--- src/rtl/id_stage_pkg.sv ---
// Shared decode encodings for the ID stage: opcodes, operand-mux selects,
// next-pc selects, ALU control codes and the registered stage payload.
package id_stage_pkg;

  localparam logic [5:0] OP_RTYPE = 6'h00;
  localparam logic [5:0] OP_ADDI  = 6'h01;
  localparam logic [5:0] OP_ANDI  = 6'h02;
  localparam logic [5:0] OP_ORI   = 6'h03;
  localparam logic [5:0] OP_LW    = 6'h04;
  localparam logic [5:0] OP_SW    = 6'h05;
  localparam logic [5:0] OP_BEQ   = 6'h06;
  localparam logic [5:0] OP_BNE   = 6'h07;
  localparam logic [5:0] OP_J     = 6'h08;
  localparam logic [5:0] OP_JR    = 6'h0A;
  localparam logic [5:0] OP_RET   = 6'h0B;

  typedef enum logic [1:0] {A_PC = 2'd0, A_PC1 = 2'd1, A_REG = 2'd2, A_ZERO = 2'd3} a_sel_t;
  typedef enum logic [1:0] {B_IMM = 2'd0, B_REG = 2'd1, B_IMM4 = 2'd2, B_ZERO = 2'd3} b_sel_t;
  typedef enum logic [2:0] {PC_SEQ = 3'd0, PC_BR = 3'd1, PC_JMP = 3'd2, PC_JR = 3'd3,
                            PC_STK = 3'd4} pc_sel_t;
  typedef enum logic [2:0] {ALU_ADD = 3'd0, ALU_SUB = 3'd1, ALU_AND = 3'd2, ALU_OR = 3'd3,
                            ALU_FUNC = 3'd4, ALU_BRCMP = 3'd5} alu_t;

  // Everything the stage register holds; an all-zero value is a bubble.
  typedef struct packed {
    logic        valid;
    logic [1:0]  a_sel;
    logic [1:0]  b_sel;
    logic [2:0]  pc_sel;
    logic [2:0]  alu;
    logic [5:0]  func;
    logic [31:0] data_a;
    logic [31:0] data_b;
    logic [31:0] pc;
    logic [31:0] pc_1;
    logic [31:0] imm;
    logic [31:0] imm4;
  } id_out_t;

  function automatic logic [31:0] sext16(input logic [15:0] v);
    return {{16{v[15]}}, v};
  endfunction

endpackage

--- src/rtl/id_stage_control.sv ---
// Combinational instruction decoder: operand/pc selects, ALU control,
// source-register usage for hazard detection and immediate generation.
module control_decoder
  import id_stage_pkg::*;
(
  input  logic [31:0] instr,
  output logic [1:0]  a_sel,
  output logic [1:0]  b_sel,
  output logic [2:0]  alu,
  output logic [5:0]  func,
  output logic [2:0]  pc_sel,
  output logic        illegal,
  output logic        uses_rs,
  output logic        uses_rt,
  output logic [31:0] imm,
  output logic [31:0] imm4
);

  logic [5:0] op;
  assign op = instr[31:26];

  always_comb begin
    a_sel   = A_ZERO;
    b_sel   = B_ZERO;
    alu     = ALU_ADD;
    func    = 6'd0;
    pc_sel  = PC_SEQ;
    illegal = 1'b0;
    uses_rs = 1'b0;
    uses_rt = 1'b0;
    case (op)
      OP_RTYPE: begin
        a_sel = A_REG; b_sel = B_REG; alu = ALU_FUNC; func = instr[5:0];
        uses_rs = 1'b1; uses_rt = 1'b1;
      end
      OP_ADDI, OP_LW: begin
        a_sel = A_REG; b_sel = B_IMM; uses_rs = 1'b1;
      end
      OP_SW: begin
        a_sel = A_REG; b_sel = B_IMM; uses_rs = 1'b1; uses_rt = 1'b1;
      end
      OP_ANDI: begin
        a_sel = A_REG; b_sel = B_IMM; alu = ALU_AND; uses_rs = 1'b1;
      end
      OP_ORI: begin
        a_sel = A_REG; b_sel = B_IMM; alu = ALU_OR; uses_rs = 1'b1;
      end
      OP_BEQ, OP_BNE: begin
        a_sel = A_REG; b_sel = B_REG; alu = ALU_BRCMP; pc_sel = PC_BR;
        uses_rs = 1'b1; uses_rt = 1'b1;
      end
      OP_J: begin
        a_sel = A_ZERO; b_sel = B_IMM; pc_sel = PC_JMP;
      end
      OP_JR: begin
        a_sel = A_REG; b_sel = B_ZERO; pc_sel = PC_JR; uses_rs = 1'b1;
      end
      OP_RET: begin
        a_sel = A_ZERO; b_sel = B_ZERO; pc_sel = PC_STK;
      end
      default: illegal = 1'b1;
    endcase
  end

  // J carries an unsigned 26-bit target; everything else a signed 16-bit offset.
  always_comb begin
    imm  = (op == OP_J) ? {6'd0, instr[25:0]} : sext16(instr[15:0]);
    imm4 = 32'($signed(imm) >>> 2);
  end

endmodule

--- src/rtl/id_stage.sv ---
// Decode stage: one register stage between fetch and EX, with load-use
// bubble insertion, hold/flush handling and a sticky illegal-opcode flag.
module id_stage
  import id_stage_pkg::*;
(
  input  logic        clk,
  input  logic        reset,
  input  logic [31:0] instr,
  input  logic [31:0] pc,
  input  logic [31:0] pc_1,
  input  logic        instr_valid,
  input  logic [31:0] rs_data,
  input  logic [31:0] rt_data,
  input  logic        hold,
  input  logic        flush,
  output logic [31:0] data_a,
  output logic [31:0] data_b,
  output logic [31:0] pc_out,
  output logic [31:0] pc_1_out,
  output logic [31:0] immediate,
  output logic [31:0] immediate_div_4,
  output logic [1:0]  data_a_select,
  output logic [1:0]  data_b_select,
  output logic [2:0]  pc_select,
  output logic [2:0]  alu_control,
  output logic [5:0]  func,
  output logic        out_valid,
  output logic        stall_req,
  output logic        illegal_op
);

  logic [1:0]  dec_a_sel, dec_b_sel;
  logic [2:0]  dec_alu, dec_pc_sel;
  logic [5:0]  dec_func;
  logic        dec_illegal, dec_uses_rs, dec_uses_rt;
  logic [31:0] dec_imm, dec_imm4;

  control_decoder u_dec (
    .instr   (instr),
    .a_sel   (dec_a_sel),
    .b_sel   (dec_b_sel),
    .alu     (dec_alu),
    .func    (dec_func),
    .pc_sel  (dec_pc_sel),
    .illegal (dec_illegal),
    .uses_rs (dec_uses_rs),
    .uses_rt (dec_uses_rt),
    .imm     (dec_imm),
    .imm4    (dec_imm4)
  );

  logic [4:0] rs, rt;
  assign rs = instr[25:21];
  assign rt = instr[20:16];

  id_out_t    q, d_load;
  logic       prev_load;
  logic [4:0] prev_rt;

  // r0 never creates a dependence, so prev_rt==0 suppresses the stall.
  assign stall_req = instr_valid && prev_load && (prev_rt != 5'd0) &&
                     ((dec_uses_rs && (rs == prev_rt)) || (dec_uses_rt && (rt == prev_rt)));

  always_comb begin
    d_load        = '0;
    d_load.valid  = 1'b1;
    d_load.a_sel  = dec_a_sel;
    d_load.b_sel  = dec_b_sel;
    d_load.pc_sel = dec_pc_sel;
    d_load.alu    = dec_alu;
    d_load.func   = dec_func;
    d_load.data_a = rs_data;
    d_load.data_b = rt_data;
    d_load.pc     = pc;
    d_load.pc_1   = pc_1;
    d_load.imm    = dec_imm;
    d_load.imm4   = dec_imm4;
  end

  always_ff @(posedge clk or posedge reset) begin
    if (reset) begin
      q          <= '0;
      prev_load  <= 1'b0;
      prev_rt    <= 5'd0;
      illegal_op <= 1'b0;
    end else if (flush) begin
      q         <= '0;
      prev_load <= 1'b0;
      prev_rt   <= 5'd0;
    end else if (hold) begin
      q <= q;
    end else if (stall_req || !instr_valid || dec_illegal) begin
      q         <= '0;
      prev_load <= 1'b0;
      prev_rt   <= 5'd0;
      if (instr_valid && dec_illegal) illegal_op <= 1'b1;
    end else begin
      q         <= d_load;
      prev_load <= (instr[31:26] == OP_LW);
      prev_rt   <= rt;
    end
  end

  assign out_valid       = q.valid;
  assign data_a_select   = q.a_sel;
  assign data_b_select   = q.b_sel;
  assign pc_select       = q.pc_sel;
  assign alu_control     = q.alu;
  assign func            = q.func;
  assign data_a          = q.data_a;
  assign data_b          = q.data_b;
  assign pc_out          = q.pc;
  assign pc_1_out        = q.pc_1;
  assign immediate       = q.imm;
  assign immediate_div_4 = q.imm4;

endmodule

--- config.mk ---
export PLATFORM = sky130hd
export DESIGN_NAME = id_stage
export DESIGN_NICKNAME = d
export VERILOG_FILES = /design/src/rtl/id_stage_pkg.sv /design/src/rtl/id_stage_control.sv /design/src/rtl/id_stage.sv
export SDC_FILE = /design/constraint.sdc
export NUM_CORES = 1
export LEC_CHECK = 0
export ABC_CLOCK_PERIOD_IN_PS = 8130
export CORE_AREA = 2 2 146 148
export DETAILED_ROUTE_END_ITERATION = 8
export DIE_AREA = 0 0 148 150
export PLACE_DENSITY = 0.78
export SLEW_MARGIN = 20
export SYNTH_ARGS = -nofsm -noshare
export SYNTH_HDL_FRONTEND = slang
export SYNTH_SLANG_ARGS = --single-unit
--- constraint.sdc ---
create_clock -name clk -period 8.13 [get_ports clk]
set_clock_uncertainty 0.05 [all_clocks]
set_input_delay 1.2195 -clock clk [delete_from_list [all_inputs] [get_ports clk]]
set_output_delay 1.2195 -clock clk [all_outputs]
set_load 0.05 [all_outputs]
# After elaboration in Yosys (flattened, before gate mapping)

Index checks and enable logic that the tools add are counted.

Input bits: 165
Word-level logic and storage cells: 67
Register bits after elaboration: 216

Reduce and logical (&&, ||, !) cells: 19
Equality and inequality tests: 13
Muxes and demuxes: 18
Bitwise logic cells: 2

Operators by type and width:

| cell                                                                  | number |
|---|---|
| 209-bit two-way mux                                                   | 3 |
| 32-bit two-way mux                                                    | 1 |
| 6-bit by 3-bit equality test with 1-bit output, second input constant | 4 |
| 3-bit case mux with 4 select lines                                    | 2 |
| 6-bit by 4-bit equality test with 1-bit output, second input constant | 3 |
| 5-bit two-way mux                                                     | 3 |
| 6-bit by 2-bit equality test with 1-bit output, second input constant | 2 |
| 11-bit OR reduction                                                   | 1 |
| 5-bit equality test                                                   | 2 |
| 9-bit OR reduction                                                    | 1 |
| 1-bit two-way mux                                                     | 7 |
| 6-bit by 1-bit equality test with 1-bit output, second input constant | 1 |
| 1-bit logical AND                                                     | 6 |
| 6-bit zero test                                                       | 1 |
| 6-bit two-way mux                                                     | 1 |
| 6-bit OR reduction                                                    | 1 |
| 5-bit nonzero test                                                    | 1 |
| 2-bit case mux with 2 select lines                                    | 1 |
| 4-bit AND reduction                                                   | 1 |
| 4-bit OR reduction                                                    | 1 |
| 1-bit logical OR                                                      | 3 |
| 3-bit OR reduction                                                    | 1 |
| 2-bit by 1-bit != test with 1-bit output, second input constant       | 1 |
| 1-bit NOT                                                             | 2 |
| other kinds (2)                                                       | 2 |

# Longest topological paths before layout

Gate-level depths: netlist of the first run.

Depth after elaboration: 11
Depth in mapped cells: 8

# Modules after synthesis

A second synthesis of the first run with hierarchy kept.

Cells, all modules: 1113
Area, all modules: 10735.3 um^2

Modules (own cells, without submodules):

| module          | cells an instance | area each (um^2) | seq. area each (um^2) | instances |
|---|---|---|---|---|
| id_stage        | 1004              | 9962.1           | 5405.2                | 1 |
| control_decoder | 109               | 773.2            | 0.0                   | 1 |

# Worst setup path before layout of the first run

OpenSTA, ideal clock, no wires.

Kind: input port to output port
From: input port instr[29]
To: output port stall_req
Required time: 6860 ps
Cell stages on the path: 8
Slack: 3806 ps
Arrival time: 3055 ps
Path through: buf_2 nor3_4 nand4_1 nor3_2 o221ai_2 buf_2 buf_2 nor2_1

Cells in the longest elaborated chain, start to end: 6
Elaborated cells on any way between the ends: 17

RTL lines:

| element                                                                      | RTL line               | text |
|---|---|---|
| start: declaration                                                           | id_stage.sv:8          | `input logic [31:0] instr,` |
| 6-bit by 3-bit equality test with 1-bit output, or another cell as far along | id_stage_control.sv:31 | `case (op)` |
| 9-bit OR reduction (no line) or 4-bit OR reduction (tied branches)           | -                      |  |
| 1-bit two-way mux                                                            | id_stage_control.sv:31 |  |
| 1-bit logical AND                                                            | id_stage.sv:62         | `((dec_uses_rs && (rs == prev_rt)) \|\| (dec_uses_rt && (rt == prev_rt)));` |
| 1-bit logical OR *                                                           | id_stage.sv:62         |  |
| 1-bit logical AND *                                                          | id_stage.sv:61         | `assign stall_req = instr_valid && prev_load && (prev_rt != 5'd0) &&` |
| end: declaration                                                             | id_stage.sv:28         | `output logic stall_req,` |

Mark *: on every way between the ends. The rest lies on a longest branch, timed or not.

# Worst setup path after layout of the first run

Ends and elaborated chain as after synthesis.

==> results of run 1 <==
power groups by stage:
stage	combinational (uW)	clock, uW	sequential, uW
floorplan	61.9	0	949
CTS	214	875	900
global placement	211	0	917
finish	212	849	900
detailed placement	213	0	917
global route	226	911	901
worst min-delay path by stage:
stage / endpoint / cells after the start / from
finish: illegal_op / 1 / illegal_op
global placement: illegal_op / 1 / illegal_op
CTS: illegal_op / 1 / illegal_op
global route: illegal_op / 1 / illegal_op
floorplan: prev_load / 1 / prev_load
detailed placement: illegal_op / 1 / illegal_op
stage by stage:
step	worst slack, ns	std cells	power, uW
after global placement	3.13	1082	1130
final	3.06	1113	1960
after global routing	2.92	1113	2040
after floorplan	2.03	526	1010
after CTS	3.05	1113	1990
after detailed placement	3.07	1082	1130
routing by layer:
layer	global-route usage [%]	vias to the layer above	wire, microns
met3	6.34	30	1690
li1	-	2669	-
met2	32.7	262	11300
met5	0	-	0
met1	22.8	3054	8400
met4	6.71	0	510
area by class of cell:
| class | instances | area [sq um] |
|---|---|---|
| Clock buffer | 18 | 429 |
| Inverter | 2 | 12.5 |
| Multi-Input combinational cell | 246 | 2250 |
| Clock inverter | 13 | 175 |
| Sequential cell | 178 | 4450 |
| Tap cell | 275 | 344 |
| Timing Repair Buffer | 381 | 3810 |
| Fill cell | 1810 | 9210 |
flip-flops by register name (all words and copies together), names as in the netlist, 2 cells and up:
register / cells
pc_select: 3
alu_control: 3
pc_out: 32
data_a: 32
data_b_select: 2
prev_rt: 5
immediate: 27
func: 6
data_b: 32
pc_1_out: 32
cells by family (layout without fill, tap and decap cells):
logic type / after synthesis / count (layout) / share of synthesized area (%)
compound gates: 193 / 193 / 26.0
flops: 178 / 178 / 61.6
buf+inv: 102 / 414 / 7.73
simple gates: 41 / 41 / 3.23
xor+xnor: 11 / 11 / 1.33
mux: 1 / 1 / 0.138
cells in the mapped netlist:
cell type / number
o21ai_0: 3
nand4_1: 2
buf_4: 40
nor2b_1: 7
a22o_1: 6
and2_1: 4
a32o_1: 166
nor3_4: 1
and3_1: 5
nor2_2: 1
nor3_1: 1
mux2i_1: 1
inv_1: 2
nor2_1: 7
xnor2_1: 11
a21o_1: 12
a211oi_1: 1
o32ai_1: 1
nor3b_1: 1
nand4b_1: 1
buf_1: 1
clkbuf_1: 38
or4_1: 1
o221ai_2: 1
a41o_1: 3
nor3_2: 1
buf_2: 21
dfrtp_1: 178
nand2_1: 9
==> results.py, run 1 <==
metrics = {
    "run_status": {
        "status": "finished clean",
    },
    "power": {
        "switching_share_pct": 24.1,
        "ir_drop_mv": 0.153,
        "p_per_area_nw_per_um2": 171,
        "p_comb_share_pct": 10.8,
        "p_int_uw": 1490,
        "seq_power_share_pct": 45.9,
        "pwr-share-clk_pct": 43.3,
        "leakage_uw": 0.00478,
        "p_switching_uw": 472,
    },
    "clock_network": {
        "cts_buffers": 17,
        "postCtsHoldBufs": 0,
        "cts_root_buf": "clkbuf_16",
        "post_cts_buffers": 0,
        "path_clk_slew_ns": 0.06,
        "tritoncts": "built",
        "cts.htree.levels": 4,
        "ctsResizeCount": 0,
        "insertion_delay_ns": 0.41,
        "cts.sinks": 178,
        "cts_buffer_depth": 2,
    },
    "synthesis": {
        "syn_inst": 526,
        "ys_top_cells_by_area": "dfrtp_1, a32o_1, buf_4",
        "seq_area_frac_synth_pct": 61.6,
        "ys_ff_latch": 178,
        "syn_area_sq_um": 7230,
        "syn_avg_cell_area_sq_um": 13.8,
        "syn_nets": 691,
        "synth.largest_area_cell": "dfrtp_1",
        "synth_cell_types": 29,
        "yosysWarnings": 0,
        "synth_top_area_share_pct": 61.6,
    },
    "drt": {
        "dr_total_vias": 6015,
        "drtPass1Iterations": 4,
        "ant_nets": 0,
        "drt_iter0_drc": 373,
        "wl_per_cell_microns": 19.7,
        "viasPerCell": 5.40,
        "routed_wl_microns": 22000,
        "drc": 0,
    },
    "setup_path": {
        "cp.required_ns": 6.86,
        "cp_max_fo": 8,
        "r2r_slack_ns": 5.64,
        "endpoint_kind": "output port",
        "crit_start": "instr[29]",
        "crit_top_cell": "clkdlybuf4s50_1",
        "r2r-start": "prev_rt[0]",
        "cp_slowest_stage_delay_ns": 0.83,
        "crit_cells": 7,
        "cp_top_family": "buffers and inverters",
        "cp-endpoint": "stall_req",
        "r2r-end": "pc_1_out[1]",
        "crit_arrival_ns": 3.80,
        "reg2reg_depth": 4,
        "worst-path-buf-inv": 2,
        "cp-start-kind": "primary input",
        "crit_chain": "clkdlybuf4s50_1, nor3_4, nand4_1, nor3_2, o221ai_4, nor2_1, clkdlybuf4s50_1",
        "worst_path_max_delay_cell": "clkdlybuf4s50_1",
        "worst-setup-path-type": "in -> out",
    },
    "sta": {
        "whs_ns": 0.404,
        "finalHoldViolCount": 0,
        "fin_tns_setup_ns": 0,
        "rsz0062_at_grt": "no",
        "fin_crit_ns": 5.07,
        "setup_violations": 0,
        "fmax_mhz": 197,
        "period_share_pct": 62.4,
        "drv_slew": 0,
        "worst_slew_pin_slew_ns": 1.11,
        "max-slew-margin-rel_pct": 26.1,
    },
    "final_layout": {
        "final_util_pct": 55.5,
        "area_delta_synth_final_pct": 58.6,
        "fin_area_sq_um": 11500,
        "diodes": 0,
        "final_nets": 991,
        "layout_commonest_cell": "clkdlybuf4s50_1",
        "layout-drive-gt1-share_pct": 5.13,
        "final_cell_mix": "clkdlybuf4s50_1, dfrtp_1, a32o_1",
    },
    "run": {
        "cap_violations": 0,
    },
    "grt": {
        "grt_overflow": 0,
        "grt_usage_pct": 19.2,
        "grt_pass1_wl_microns": 33500,
        "grt_pass1_vias": 6000,
        "antenna_found_initial": 0,
        "grt_max_degree": 176,
    },
    "floorplanning": {
        "coreArea_sq_um": 20700,
        "pin_count": 376,
        "fp.dieH_microns": 150,
        "initial_utilization_pct": 35.0,
        "rows": 53,
        "die_w_microns": 148,
        "die-area_sq_um": 22200,
    },
    "place": {
        "gp_congestion": 0.806,
        "dp_hpwl_microns": 14600,
        "portBuffers": 375,
        "place_area_sq_um": 10900,
    },
    "worst_hold_path": {
        "hold_path_class": "reg -> reg",
    },
}
Power figures use the tool's default switching activity.
==> inputs of run 2 (changes only) <==
--- a/config.mk
+++ b/config.mk
@@ -5,11 +5,11 @@
 export SDC_FILE = /design/constraint.sdc
 export NUM_CORES = 1
 export LEC_CHECK = 0
-export ABC_CLOCK_PERIOD_IN_PS = 8130
-export CORE_AREA = 2 2 146 148
+export ABC_CLOCK_PERIOD_IN_PS = 4100
+export CORE_AREA = 2 2 145 147
 export DETAILED_ROUTE_END_ITERATION = 8
-export DIE_AREA = 0 0 148 150
-export PLACE_DENSITY = 0.78
+export DIE_AREA = 0 0 147 149
+export PLACE_DENSITY = 0.81
 export SLEW_MARGIN = 20
 export SYNTH_ARGS = -nofsm -noshare
 export SYNTH_HDL_FRONTEND = slang
==> constraint.sdc (replaced) <==
create_clock -name clk -period 4.1 [get_ports clk]
set_clock_uncertainty 0.05 [all_clocks]
set_input_delay 0.615 -clock clk [delete_from_list [all_inputs] [get_ports clk]]
set_output_delay 0.615 -clock clk [all_outputs]
set_load 0.05 [all_outputs]
==> run 2 against run 1 <==
Final cell count increased by 0.27%. Design area increased by 0.35%. Largest power group unchanged. Register-to-register slack got worse by 3.9 ns. Non-clock buffer count increased by 2.
==> results.py, run 2 (synthesis results as in run 1) <==
metrics = {
    "setup_path": {
        "cp_max_fo": 8,
        "worst-setup-path-type": "in -> out",
        "r2r_slack_ns": 1.72,
        "crit_arrival_ns": 2.53,
        "cp-endpoint": "stall_req",
        "crit_start": "instr[29]",
        "reg2reg_depth": 4,
        "r2r-end": "pc_out[10]",
        "endpoint_kind": "output port",
        "cp-start-kind": "primary input",
        "r2r-start": "prev_rt[0]",
        "cp.required_ns": 3.43,
    },
    "place": {
        "dp_hpwl_microns": 14900,
        "portBuffers": 375,
        "gp_congestion": 0.785,
        "place_worst_setup_slack_ns": 0.878,
    },
    "floorplanning": {
        "die_w_microns": 147,
        "initial_utilization_pct": 35.2,
        "die-area_sq_um": 21900,
        "pin_count": 376,
        "coreArea_sq_um": 20600,
        "rows": 53,
        "fp.dieH_microns": 149,
    },
    "final_layout": {
        "fill_cells": 1743,
        "regArea_sq_um": 4450,
        "diodes": 0,
        "layout-drive-gt1-share_pct": 5.47,
        "final_nets": 993,
        "final_cell_mix": "clkdlybuf4s50_1, dfrtp_1, a32o_1",
        "multi_input_area_sq_um": 2250,
        "final_util_pct": 56.0,
        "layout_commonest_cell": "clkdlybuf4s50_1",
        "area_delta_synth_final_pct": 59.2,
    },
    "power": {
        "leakage_uw": 0.00479,
        "ir_drop_mv": 0.291,
        "p_per_area_nw_per_um2": 331,
    },
    "clock_network": {
        "ctsResizeCount": 0,
        "cts.htree.levels": 4,
        "cts.sinks": 178,
        "path_clk_slew_ns": 0.07,
        "cts_root_buf": "clkbuf_16",
        "insertion_delay_ns": 0.41,
        "post_cts_buffers": 0,
        "cts_buffer_depth": 2,
        "postCtsHoldBufs": 0,
        "tritoncts": "built",
        "cts_buffers": 17,
    },
    "drt": {
        "drtPass1Iterations": 5,
        "ant_nets": 0,
        "drt_iter0_drc": 323,
        "dr_total_vias": 6049,
        "viasPerCell": 5.42,
        "wl_per_cell_microns": 19.7,
        "drc": 0,
        "routed_wl_microns": 22000,
    },
    "sta": {
        "worst_slew_pin_slew_ns": 0.846,
        "rsz0062_at_grt": "no",
        "whs_ns": 0.403,
        "finalHoldViolCount": 0,
        "drv_slew": 0,
        "period_share_pct": 77.9,
        "max-slew-margin-rel_pct": 43.5,
        "fin_ws_ns": 0.904,
        "fmax_mhz": 313,
        "fin_crit_ns": 3.20,
        "fin_tns_setup_ns": 0,
        "setup_violations": 0,
    },
    "grt": {
        "grt_overflow": 0,
        "grt_max_degree": 176,
        "grt_pass1_wl_microns": 33600,
        "grt_pass1_vias": 6105,
        "grt_usage_pct": 19.4,
        "antenna_found_initial": 0,
    },
    "run_status": {
        "status": "finished clean",
    },
    "worst_hold_path": {
        "hold_depth": 1,
        "hold_path_class": "reg -> reg",
    },
    "run": {
        "cap_violations": 0,
    },
}
run 2: changes by cell type in the layout (fill, tap and decap cells not counted):
cell and change:
buf_12 +5, bufinv_16 -2, clkinv_4 +2, inv_6 -2, inv_8 +2, buf_4 -1
buf_6 -1, clkbuf_1 +1, clkdlybuf4s50_1 -1, clkinv_2 -1, clkinvlp_4 +1
run 2: per-layer routing:
metal	routed length [microns]	track usage (%)	up-vias	share of wire [%]
met4	545	6.78	0	2.5
met2	10900	32.2	254	50
li1	-	-	2670	-
met1	8730	23.6	3096	40
met5	0	0	-	0
met3	1800	6.76	29	8.2
run 2: final cells by class:
| class | count | share of cell area (%) |
|---|---|---|
| Inverter | 2 | 0.0978 |
| Clock buffer | 19 | 3.76 |
| Timing Repair Buffer | 383 | 33.7 |
| Multi-Input combinational cell | 246 | 19.5 |
| Tap cell | 275 | 2.99 |
| Sequential cell | 178 | 38.7 |
| Clock inverter | 13 | 1.23 |
run 2: metrics by stage:
step,total power [uW],instance area (sq um),cells
floorplan,2000,7240,526
global placement,2240,10900,1084
detailed placement,2250,10900,1084
CTS,3860,11500,1116
global route,3960,11500,1116
finish,3820,11500,1116
run 2: where the power goes:
part / switching [uW] / internal, uW / total (uW) / leakage, uW
registers: 11.8 / 1770 / 1780 / 0.00247
clock network: 741 / 863 / 1600 / 0.000272
logic: 216 / 211 / 427 / 0.00204
total: 969 / 2850 / 3820 / 0.00479
run 2: critical path, cell delays in order:
cell and delay, ns:
clkdlybuf4s50_1 0.58, nor3_4 0.44, nand4_1 0.16, nor3_2 0.20
o221ai_4 0.16, nor2_1 0.20, buf_12 0.17
run 2: worst min path at each step:
stage,startpoint,to,slack [ns]
detailed placement,illegal_op,illegal_op,0.39
global route,illegal_op,illegal_op,0.43
floorplan,prev_load,prev_load,0.44
finish,illegal_op,illegal_op,0.40
global placement,illegal_op,illegal_op,0.39
CTS,illegal_op,illegal_op,0.41
==> inputs of run 3 (changes only) <==
--- a/config.mk
+++ b/config.mk
@@ -5,7 +5,7 @@
 export SDC_FILE = /design/constraint.sdc
 export NUM_CORES = 1
 export LEC_CHECK = 0
-export ABC_CLOCK_PERIOD_IN_PS = 4100
+export ABC_CLOCK_PERIOD_IN_PS = 2600
 export CORE_AREA = 2 2 145 147
 export DETAILED_ROUTE_END_ITERATION = 8
 export DIE_AREA = 0 0 147 149
==> constraint.sdc (replaced) <==
create_clock -name clk -period 2.6 [get_ports clk]
set_clock_uncertainty 0.05 [all_clocks]
set_input_delay 0.39 -clock clk [delete_from_list [all_inputs] [get_ports clk]]
set_output_delay 0.39 -clock clk [all_outputs]
set_load 0.05 [all_outputs]
==> run 3 against run 2 <==
Worst setup slack got worse by 0.76 ns. Design area is 2.3% higher. Core utilization rose by 1.3 points. Combinational power is 61% higher. Power increased by 58%. Non-clock buffer count rose by 22. Register-to-register slack lost 1.3 ns.
==> results.py, run 3 (synthesis results as in run 1) <==
metrics = {
    "setup_path": {
        "cp-endpoint": "stall_req",
        "crit_start": "instr[27]",
        "r2r-end": "data_a[31]",
        "crit_cells": 7,
        "crit_arrival_ns": 2.02,
        "cp-start-kind": "primary input",
        "crit_chain": "clkdlybuf4s50_1, nor2_2, xnor2_1, nor3_2, o221ai_4, nor2_2, buf_12",
        "r2r-start": "prev_rt[1]",
        "worst_path_max_delay_cell": "clkdlybuf4s50_1",
        "cp_max_fo": 4,
        "worst-setup-path-type": "in -> out",
        "reg2reg_depth": 4,
        "r2r_slack_ns": 0.43,
        "worst-path-buf-inv": 2,
        "cp_top_family": "simple AND/OR/NAND/NOR gates",
        "cp.required_ns": 2.16,
        "crit_top_cell": "nor2_2",
        "endpoint_kind": "output port",
        "cp_slowest_stage_delay_ns": 0.49,
    },
    "final_layout": {
        "regArea_sq_um": 4450,
        "final_cells": 1137,
        "fill_cells": 1703,
        "layout-drive-gt1-share_pct": 8.12,
        "fin_area_sq_um": 11800,
        "multi_input_area_sq_um": 2250,
        "layout_commonest_cell": "clkdlybuf4s50_1",
        "diodes": 0,
        "final_cell_mix": "clkdlybuf4s50_1, dfrtp_1, a32o_1",
        "final_nets": 1015,
        "area_delta_synth_final_pct": 62.9,
    },
    "clock_network": {
        "post_cts_buffers": 0,
        "cts_buffers": 17,
        "cts.htree.levels": 4,
        "path_clk_slew_ns": 0.07,
        "cts.sinks": 178,
        "insertion_delay_ns": 0.41,
        "tritoncts": "built",
        "cts_buffer_depth": 2,
        "cts_root_buf": "clkbuf_16",
    },
    "sta": {
        "rsz0062_at_grt": "no",
        "worst_slew_pin_slew_ns": 0.575,
        "fmax_mhz": 407,
        "finalHoldViolCount": 0,
        "whs_ns": 0.426,
        "fin_crit_ns": 2.46,
        "max-slew-margin-rel_pct": 61.5,
        "period_share_pct": 94.4,
        "drv_slew": 0,
        "fin_tns_setup_ns": 0,
        "setup_violations": 0,
    },
    "drt": {
        "dr_total_vias": 6137,
        "wl_per_cell_microns": 19.4,
        "viasPerCell": 5.40,
        "ant_nets": 0,
        "routed_wl_microns": 22000,
        "drc": 0,
        "drt_iter0_drc": 279,
        "drtPass1Iterations": 4,
    },
    "grt": {
        "grt_overflow": 0,
        "grt_pass1_wl_microns": 34100,
        "grt_pass1_vias": 6343,
        "grt_max_degree": 105,
        "antenna_found_initial": 0,
        "grt_usage_pct": 19.6,
    },
    "power": {
        "p_per_area_nw_per_um2": 512,
        "switching_share_pct": 25.2,
        "p_switching_uw": 1520,
        "p_comb_share_pct": 11.4,
        "seq_power_share_pct": 46.7,
        "ir_drop_mv": 0.398,
        "p_int_uw": 4510,
        "pwr-share-clk_pct": 41.9,
        "leakage_uw": 0.00493,
    },
    "floorplanning": {
        "die-area_sq_um": 21900,
        "coreArea_sq_um": 20600,
        "rows": 53,
        "die_w_microns": 147,
        "fp.dieH_microns": 149,
        "initial_utilization_pct": 35.2,
        "pin_count": 376,
    },
    "run_status": {
        "status": "finished clean",
    },
    "place": {
        "portBuffers": 375,
        "dp_hpwl_microns": 15600,
        "gp_congestion": 0.789,
        "place_area_sq_um": 11200,
        "dpl.cell_count": 1106,
    },
    "run": {
        "cap_violations": 0,
    },
    "worst_hold_path": {
        "hold_path_class": "in -> async",
    },
}
==> run 3: changes by cell type in the layout (fill, tap and decap cells not counted) <==
cell	delta
buf_4	+14
inv_8	-3
clkbuf_8	+1
nor2_1	-1
clkinv_4	+2
a211oi_2	+1
clkbuf_1	-1
buf_12	+8
nor2_2	+1
a211oi_1	-1
==> run 3: what timing repair did <==
item | 4_1_cts | 5_1_grt
setup endpoints to repair | 0 | 1
gates resized for setup | 0 | 1
hold buffers | 0 | 0
==> run 3: metal layers <==
metal,wire [microns],vias up,track usage [%]
li1,-,2711,-
met1,8730,3127,23.3
met2,11100,264,33.8
met3,1720,35,6.85
met4,530,0,6.11
met5,0,-,0
==> run 3: area by class of cell <==
class	count	share of cell area, %
Clock inverter	12	1.06
Sequential cell	178	37.8
Timing Repair Buffer	405	35.2
Tap cell	275	2.92
Clock buffer	19	3.76
Multi-Input combinational cell	246	19.1
Inverter	2	0.0956
==> run 3: worst min-delay path by stage <==
stage | cells past startpoint | from | to | slack, ns
after global routing | 3 | reset | pc_out[23] | 0.44
final | 3 | reset | data_a[2] | 0.43
after detailed placement | 1 | illegal_op | illegal_op | 0.41
after floorplan | 1 | prev_load | prev_load | 0.44
after global placement | 1 | illegal_op | illegal_op | 0.39
after CTS | 1 | illegal_op | illegal_op | 0.43
==> run 3: stage by stage <==
stage | total power, uW | util, % | setup WS [ns]
finish | 6030 | 57.3 | 0.144
global route | 6270 | 57.3 | 0.0620
CTS | 6110 | 57.3 | 0.0609
detailed placement | 3560 | 54.5 | 0.0443
global placement | 3550 | 54.5 | 0.0685
floorplan | 3160 | - | -0.121
==> run 3: power groups by stage <==
stage,Sequential (uW),Combinational (uW),Clock (uW)
2_1_floorplan,2970,194,0
3_3_place_gp,2870,686,0
3_5_place_dp,2870,694,0
4_1_cts,2810,695,2600
5_1_grt,2820,733,2720
6_report,2810,689,2530
==> run 3: worst min-delay path: stages <==
cell	delay (ns)
clkdlybuf4s50_1	0.44
clkinvlp_4	0.13
buf_12	0.36
